$ cat config.mk
export PLATFORM = sky130hd
export DESIGN_NAME = demux14_stream_flat
export DESIGN_NICKNAME = d
export VERILOG_FILES = /design/src/rtl/demux14_stream_pkg.sv /design/src/rtl/demux14_stream_if.sv /design/src/rtl/demux14_stream_lane.sv /design/src/rtl/demux14_stream.sv /design/src/flat_wrapper.sv
export SDC_FILE = /design/constraint.sdc
export NUM_CORES = 1
export LEC_CHECK = 0
export ABC_AREA = 0
export CORE_AREA = 2 2 93 95
export CTS_CLUSTER_DIAMETER = 60
export CTS_CLUSTER_SIZE = 16
export DETAILED_ROUTE_END_ITERATION = 10
export DIE_AREA = 0 0 95 97
export MAX_ROUTING_LAYER = met4
export PLACE_DENSITY_LB_ADDON = 0.15
export SLEW_MARGIN = 20
export SYNTH_ARGS = -nofsm -noshare
export SYNTH_HDL_FRONTEND = slang
export SYNTH_HIERARCHICAL = 1
export SYNTH_SLANG_ARGS = --single-unit
$ cat constraint.sdc
create_clock -name clk -period 1.55 [get_ports clk]
set_input_delay 0.155 -clock clk [delete_from_list [all_inputs] [get_ports clk]]
set_output_delay 0.155 -clock clk [all_outputs]
set_load 0.02 [all_outputs]
$ cat src/rtl/demux14_stream_pkg.sv
// Shared types for the 1-to-4 stream demultiplexer.
`default_nettype none

package demux_pkg;

  localparam int LANES = 4;

  typedef logic [1:0] lane_sel_t;

  typedef enum logic [0:0] {
    EMPTY = 1'b0,
    FULL  = 1'b1
  } lane_state_t;

endpackage

`default_nettype wire

$ cat src/rtl/demux14_stream_if.sv
// Producer/consumer bundle of the demultiplexer: one input stream, four output lanes.
`default_nettype none

interface demux14_stream_if
  import demux_pkg::*;
#(
  parameter int WIDTH = 8,
  parameter int CNT_W = 8
);
  logic [WIDTH-1:0] in_data;
  lane_sel_t        in_sel;
  logic             in_valid;
  logic             in_ready;
  logic [WIDTH-1:0] out_data0;
  logic [WIDTH-1:0] out_data1;
  logic [WIDTH-1:0] out_data2;
  logic [WIDTH-1:0] out_data3;
  logic [LANES-1:0] out_valid;
  logic [LANES-1:0] out_ready;
  logic [CNT_W-1:0] out_cnt0;
  logic [CNT_W-1:0] out_cnt1;
  logic [CNT_W-1:0] out_cnt2;
  logic [CNT_W-1:0] out_cnt3;

  // Environment side: producer plus the four consumers.
  modport master (
    output in_data, in_sel, in_valid, out_ready,
    input  in_ready, out_data0, out_data1, out_data2, out_data3,
    input  out_valid, out_cnt0, out_cnt1, out_cnt2, out_cnt3
  );

  modport slave (
    input  in_data, in_sel, in_valid, out_ready,
    output in_ready, out_data0, out_data1, out_data2, out_data3,
    output out_valid, out_cnt0, out_cnt1, out_cnt2, out_cnt3
  );
endinterface

`default_nettype wire

$ cat src/rtl/demux14_stream_lane.sv
// One output lane: single-entry data register, valid state and delivered-word counter.
`default_nettype none

module demux_lane
  import demux_pkg::*;
#(
  parameter int WIDTH = 8,
  parameter int CNT_W = 8
) (
  input  wire logic             clk,
  input  wire logic             rst_n,
  input  wire logic             load,
  input  wire logic [WIDTH-1:0] load_data,
  input  wire logic             ready,
  output logic      [WIDTH-1:0] data,
  output logic                  valid,
  output logic      [CNT_W-1:0] cnt
);

  lane_state_t      state_q, state_d;
  logic [WIDTH-1:0] data_q, data_d;
  logic [CNT_W-1:0] cnt_q, cnt_d;
  logic             deliver;

  assign deliver = (state_q == FULL) && ready;

  always_comb begin
    state_d = state_q;
    data_d  = data_q;
    cnt_d   = cnt_q;
    if (deliver) begin
      cnt_d = cnt_q + CNT_W'(1);
    end
    if (load) begin
      data_d = load_data;
    end
    unique case (state_q)
      EMPTY: if (load) state_d = FULL;
      FULL:  if (deliver && !load) state_d = EMPTY;
      default: state_d = EMPTY;
    endcase
  end

  always_ff @(posedge clk or negedge rst_n) begin
    if (!rst_n) begin
      state_q <= EMPTY;
      data_q  <= '0;
      cnt_q   <= '0;
    end else begin
      state_q <= state_d;
      data_q  <= data_d;
      cnt_q   <= cnt_d;
    end
  end

  assign data  = data_q;
  assign valid = (state_q == FULL);
  assign cnt   = cnt_q;

endmodule

`default_nettype wire

$ cat src/rtl/demux14_stream.sv
// Registered 1-to-4 stream demultiplexer: routes each accepted word to lane in_sel.
`default_nettype none

module demux14_stream
  import demux_pkg::*;
#(
  parameter int WIDTH = 8,
  parameter int CNT_W = 8
) (
  input wire logic          clk,
  input wire logic          rst_n,
  demux14_stream_if.slave   bus
);

  logic [WIDTH-1:0] lane_data [LANES];
  logic [CNT_W-1:0] lane_cnt  [LANES];
  logic [LANES-1:0] lane_valid;
  logic             accept;

  // The selected lane can take a word if it is empty or emptying this cycle.
  assign bus.in_ready = !lane_valid[bus.in_sel] || bus.out_ready[bus.in_sel];
  assign accept       = bus.in_valid && bus.in_ready;

  for (genvar i = 0; i < LANES; i++) begin : g_lane
    demux_lane #(
      .WIDTH (WIDTH),
      .CNT_W (CNT_W)
    ) u_lane (
      .clk       (clk),
      .rst_n     (rst_n),
      .load      (accept && (bus.in_sel == lane_sel_t'(i))),
      .load_data (bus.in_data),
      .ready     (bus.out_ready[i]),
      .data      (lane_data[i]),
      .valid     (lane_valid[i]),
      .cnt       (lane_cnt[i])
    );
  end

  assign bus.out_valid = lane_valid;
  assign bus.out_data0 = lane_data[0];
  assign bus.out_data1 = lane_data[1];
  assign bus.out_data2 = lane_data[2];
  assign bus.out_data3 = lane_data[3];
  assign bus.out_cnt0  = lane_cnt[0];
  assign bus.out_cnt1  = lane_cnt[1];
  assign bus.out_cnt2  = lane_cnt[2];
  assign bus.out_cnt3  = lane_cnt[3];

endmodule

`default_nettype wire

$ cat src/flat_wrapper.sv
// flat-port wrapper written by rule: the top's interface ports become plain ports
module demux14_stream_flat import demux_pkg::*;
#(
  parameter int WIDTH = 8,
  parameter int CNT_W = 8
)
  (clk, rst_n, bus_in_data, bus_in_sel, bus_in_valid, bus_out_ready, bus_in_ready, bus_out_data0, bus_out_data1, bus_out_data2, bus_out_data3, bus_out_valid, bus_out_cnt0, bus_out_cnt1, bus_out_cnt2, bus_out_cnt3);
  demux14_stream_if #(.WIDTH(WIDTH), .CNT_W(CNT_W)) bus_i ();
  input wire logic clk;
  input wire logic rst_n;
  input wire logic [$bits(bus_i.in_data)-1:0] bus_in_data;
  input wire logic [$bits(bus_i.in_sel)-1:0] bus_in_sel;
  input wire logic [$bits(bus_i.in_valid)-1:0] bus_in_valid;
  input wire logic [$bits(bus_i.out_ready)-1:0] bus_out_ready;
  output wire logic [$bits(bus_i.in_ready)-1:0] bus_in_ready;
  output wire logic [$bits(bus_i.out_data0)-1:0] bus_out_data0;
  output wire logic [$bits(bus_i.out_data1)-1:0] bus_out_data1;
  output wire logic [$bits(bus_i.out_data2)-1:0] bus_out_data2;
  output wire logic [$bits(bus_i.out_data3)-1:0] bus_out_data3;
  output wire logic [$bits(bus_i.out_valid)-1:0] bus_out_valid;
  output wire logic [$bits(bus_i.out_cnt0)-1:0] bus_out_cnt0;
  output wire logic [$bits(bus_i.out_cnt1)-1:0] bus_out_cnt1;
  output wire logic [$bits(bus_i.out_cnt2)-1:0] bus_out_cnt2;
  output wire logic [$bits(bus_i.out_cnt3)-1:0] bus_out_cnt3;
  assign bus_i.in_data = bus_in_data;
  assign bus_i.in_sel = bus_in_sel;
  assign bus_i.in_valid = bus_in_valid;
  assign bus_i.out_ready = bus_out_ready;
  assign bus_in_ready = bus_i.in_ready;
  assign bus_out_data0 = bus_i.out_data0;
  assign bus_out_data1 = bus_i.out_data1;
  assign bus_out_data2 = bus_i.out_data2;
  assign bus_out_data3 = bus_i.out_data3;
  assign bus_out_valid = bus_i.out_valid;
  assign bus_out_cnt0 = bus_i.out_cnt0;
  assign bus_out_cnt1 = bus_i.out_cnt1;
  assign bus_out_cnt2 = bus_i.out_cnt2;
  assign bus_out_cnt3 = bus_i.out_cnt3;
  demux14_stream #(.WIDTH(WIDTH), .CNT_W(CNT_W)) u_core (.clk(clk), .rst_n(rst_n), .bus(bus_i));
endmodule
==> results.yml <==
cts:
  cts_buffers: 9
  cts-root-buf: "clkbuf_8"
  cts_buffer_depth: 2
  cts_tree: "built"
  worstSkewPairLatency_ns: 0.33
  post-cts-setup-buffers: 0
  clock-sinks: 68
  clkSlewWorstSetupHoldPaths_ns: 0.07
  h-tree-depth: 3
global_routing:
  grt_max_degree: 69
  grt_pass1_vias: 1961
  grt_usage_pct: 14.0
  gr-total-overflow: 0
  antenna_found_initial: 0
  grt_pass1_wl_um: 9580
route:
  route.detailed.drc: 0
  wl_per_cell_um: 14.0
  first_pass_iters: 4
  drtIter0Drc: 29
  wirelength_um: 5870
  drtAntennaViolNets: 0
  vias: 1922
  via_per_inst: 4.60
power:
  powerDensity_mw_per_mm2: 1440
  vdd_ir_drop_max_v: 0.000754
  power.leakage_nw: 2.05
floorplanning:
  rows: 33
  die_h_um: 97
  core-area_mm2: 0.00813
  die_x_um: 95
  start_util_pct: 34.3
  die_area_mm2: 0.00922
  ios: 86
logic_synthesis:
  yosys_warnings: 6
  synth_fp_nets: 222
  synth_largest_area_cell: "dfrtp_1"
  ys_top_cells_by_area: "dfrtp_1 61%, mux2_2 15%, xnor2_1 6.3%"
  synth_cell_types: 21
  syn_avg_cell_area_um2: 13.9
  synth_most_common_cell: "dfrtp_1"
  synthTopCellsByCount: "68 x dfrtp_1, 36 x mux2_2, 20 x nand2_1, 20 x xnor2_1, 8 x xor2_1"
  yosys_register_bits: 68
  syn_area_mm2: 0.00279
  syn_inst: 201
  synth_edf_count: 0
  synthArstFlopShare_pct: 100
  synth_flop_cell: "dfrtp_1"
  synth_top_cell_area_share_pct: 60.9
  seq_area_frac_synth_pct: 60.9
critical_path:
  cp.required_ns: 1.39
  worstSetupEndpointType: "output port"
  path_class: "reg2out"
  crit_fanout: 2
  cp-start-kind: "flop"
  cp.arrival_ns: 1.42
timing:
  finClkSkew_ns: 0.00577
  hold_viol: 0
  clock.fmax_mhz: 636
  rsz0062_at_grt: "yes"
  tightest_slew_ns: 0.370
  fin_hold_ws_ns: 0.375
  slew-limit-headroom_pct: 75.3
  maxSlewViolCount: 0
  finalCriticalPeriod_ns: 1.57
  fin_crit_sh_pct: 101
  post-route-worst-setup-slack_ns: -0.0227
  setup_violations: 1
finish:
  area_growth_pct: 48.3
  nFillCells: 714
  final_util_pct: 50.9
  num_antenna_cells: 0
  drive_above_1_share_pct: 24.9
  nets: 330
status:
  outcome: "finished with violations"
  violations: "negative setup slack"
placement:
  gp_congestion: 0.704
  io_buffers: 85
  dp_hpwl_um: 4050
min_path:
  hold_path_class: "in2async"
flow_run:
  max_cap_viol_count: 0
-- metal layers --
| layer | track usage [%] | vias to the layer above | share of wire (%) |
|---|---|---|---|
| li1 | - | 912 | - |
| met1 | 17.6 | 948 | 46 |
| met2 | 20.0 | 56 | 45 |
| met3 | 6.78 | 6 | 8.1 |
| met4 | 4.35 | 0 | 0.99 |
| met5 | - | - | 0 |
-- registers in the layout, indices dropped and copies added (netlist names) --
name                        flops
u_core/g_lane.u_lane/data      32
u_core/g_lane.u_lane/cnt       32
u_core/g_lane.u_lane/valid      4
-- final timing paths --
check | from | endpoint | slack [ns] | cells past startpoint
max reg2reg | u_core/g_lane[0].u_lane/valid | u_core/g_lane[0].u_lane/data[1] | 0.19 | 4
min in group clk | u_core/g_lane[3].u_lane/cnt[7] | u_core/g_lane[3].u_lane/cnt[7] | 0.47 | 1
min | rst_n | u_core/g_lane[3].u_lane/cnt[5] | 0.37 | 3
max in group asynchronous | rst_n | u_core/g_lane[3].u_lane/data[4] | 0.88 | 3
max | u_core/g_lane[3].u_lane/valid | bus_in_ready | -0.02 | 3
min reg2reg | u_core/g_lane[3].u_lane/cnt[7] | u_core/g_lane[3].u_lane/cnt[7] | 0.47 | 1
-- metrics by stage --
| step | setup TNS, ns | instance area (um^2) | std cells | power (W) | setup slack (ns) |
|---|---|---|---|---|---|
| global route | -0.0912 | 4140 | 418 | 0.00632 | -0.0912 |
| floorplan | 0 | 2790 | 201 | 0.00353 | 0.112 |
| detailed placement | -5.27 | 3920 | 402 | 0.00466 | -0.398 |
| finish | -0.0227 | 4140 | 418 | 0.00597 | -0.0227 |
| global placement | -4.78 | 3920 | 402 | 0.00464 | -0.413 |
| CTS | -0.0740 | 4110 | 418 | 0.00610 | -0.0740 |
-- cell type report --
type / instances / area [um^2] / share of cell area (%)
Sequential cell: 68 / 1700 / 41.1
Multi-Input combinational cell: 125 / 1060 / 25.7
Timing Repair Buffer: 101 / 1030 / 24.8
Clock buffer: 14 / 173 / 4.17
Tap cell: 105 / 131 / 3.17
Clock inverter: 1 / 30.0 / 0.725
Inverter: 4 / 15.0 / 0.362
-- critical path: stages (launching register included) --
cell and delay (ns):
dfrtp_1 0.39, nand2b_4 0.06, mux4_2 0.49, buf_6 0.15
-- what timing repair did --
item / 4_1_cts / 5_1_grt
endpoints found under the setup margin: 18 / 13
endpoints found under the hold margin: 68 / 0
resized for setup: 21 / 14
pin swaps: 0 / 0
hold buffers: 1 / 0
-- report_power, final --
group	internal (W)	switching, W
clock	0.000869	0.000626
combinational	0.00100	0.000946
sequential	0.00218	0.000347
total	0.00405	0.00192
-- kinds of logic after synthesis --
group / Yosys count / synth area share (%)
buffers and inverters: 8 / 1.25
AO/OA/AOI/OAI: 4 / 1.25
adder cells (fa/ha/maj): 4 / 1.79
flip-flops: 68 / 60.9
AND/OR/NAND/NOR: 52 / 10.7
multiplexers: 37 / 15.3
XOR/XNOR: 28 / 8.78
-- cells in the final DEF, fill, tap and decap left out, drive strengths merged, types with 2 or more instances in the layout --
master and n:
dfrtp 68, clkdlybuf4s50 54, mux2 36, nand2 20, xnor2 20, dlygate4sd2 17
buf 17, clkbuf 14, dlymetal6s2s 12, xor2 8, and4 5, inv 4
a21o 4, nand3 4, nor3 4, and3 4, nand4 4, nor2 4
ha 4, nand2b 4, and4b 2
Note: power is estimated with default switching activity, not from simulation.
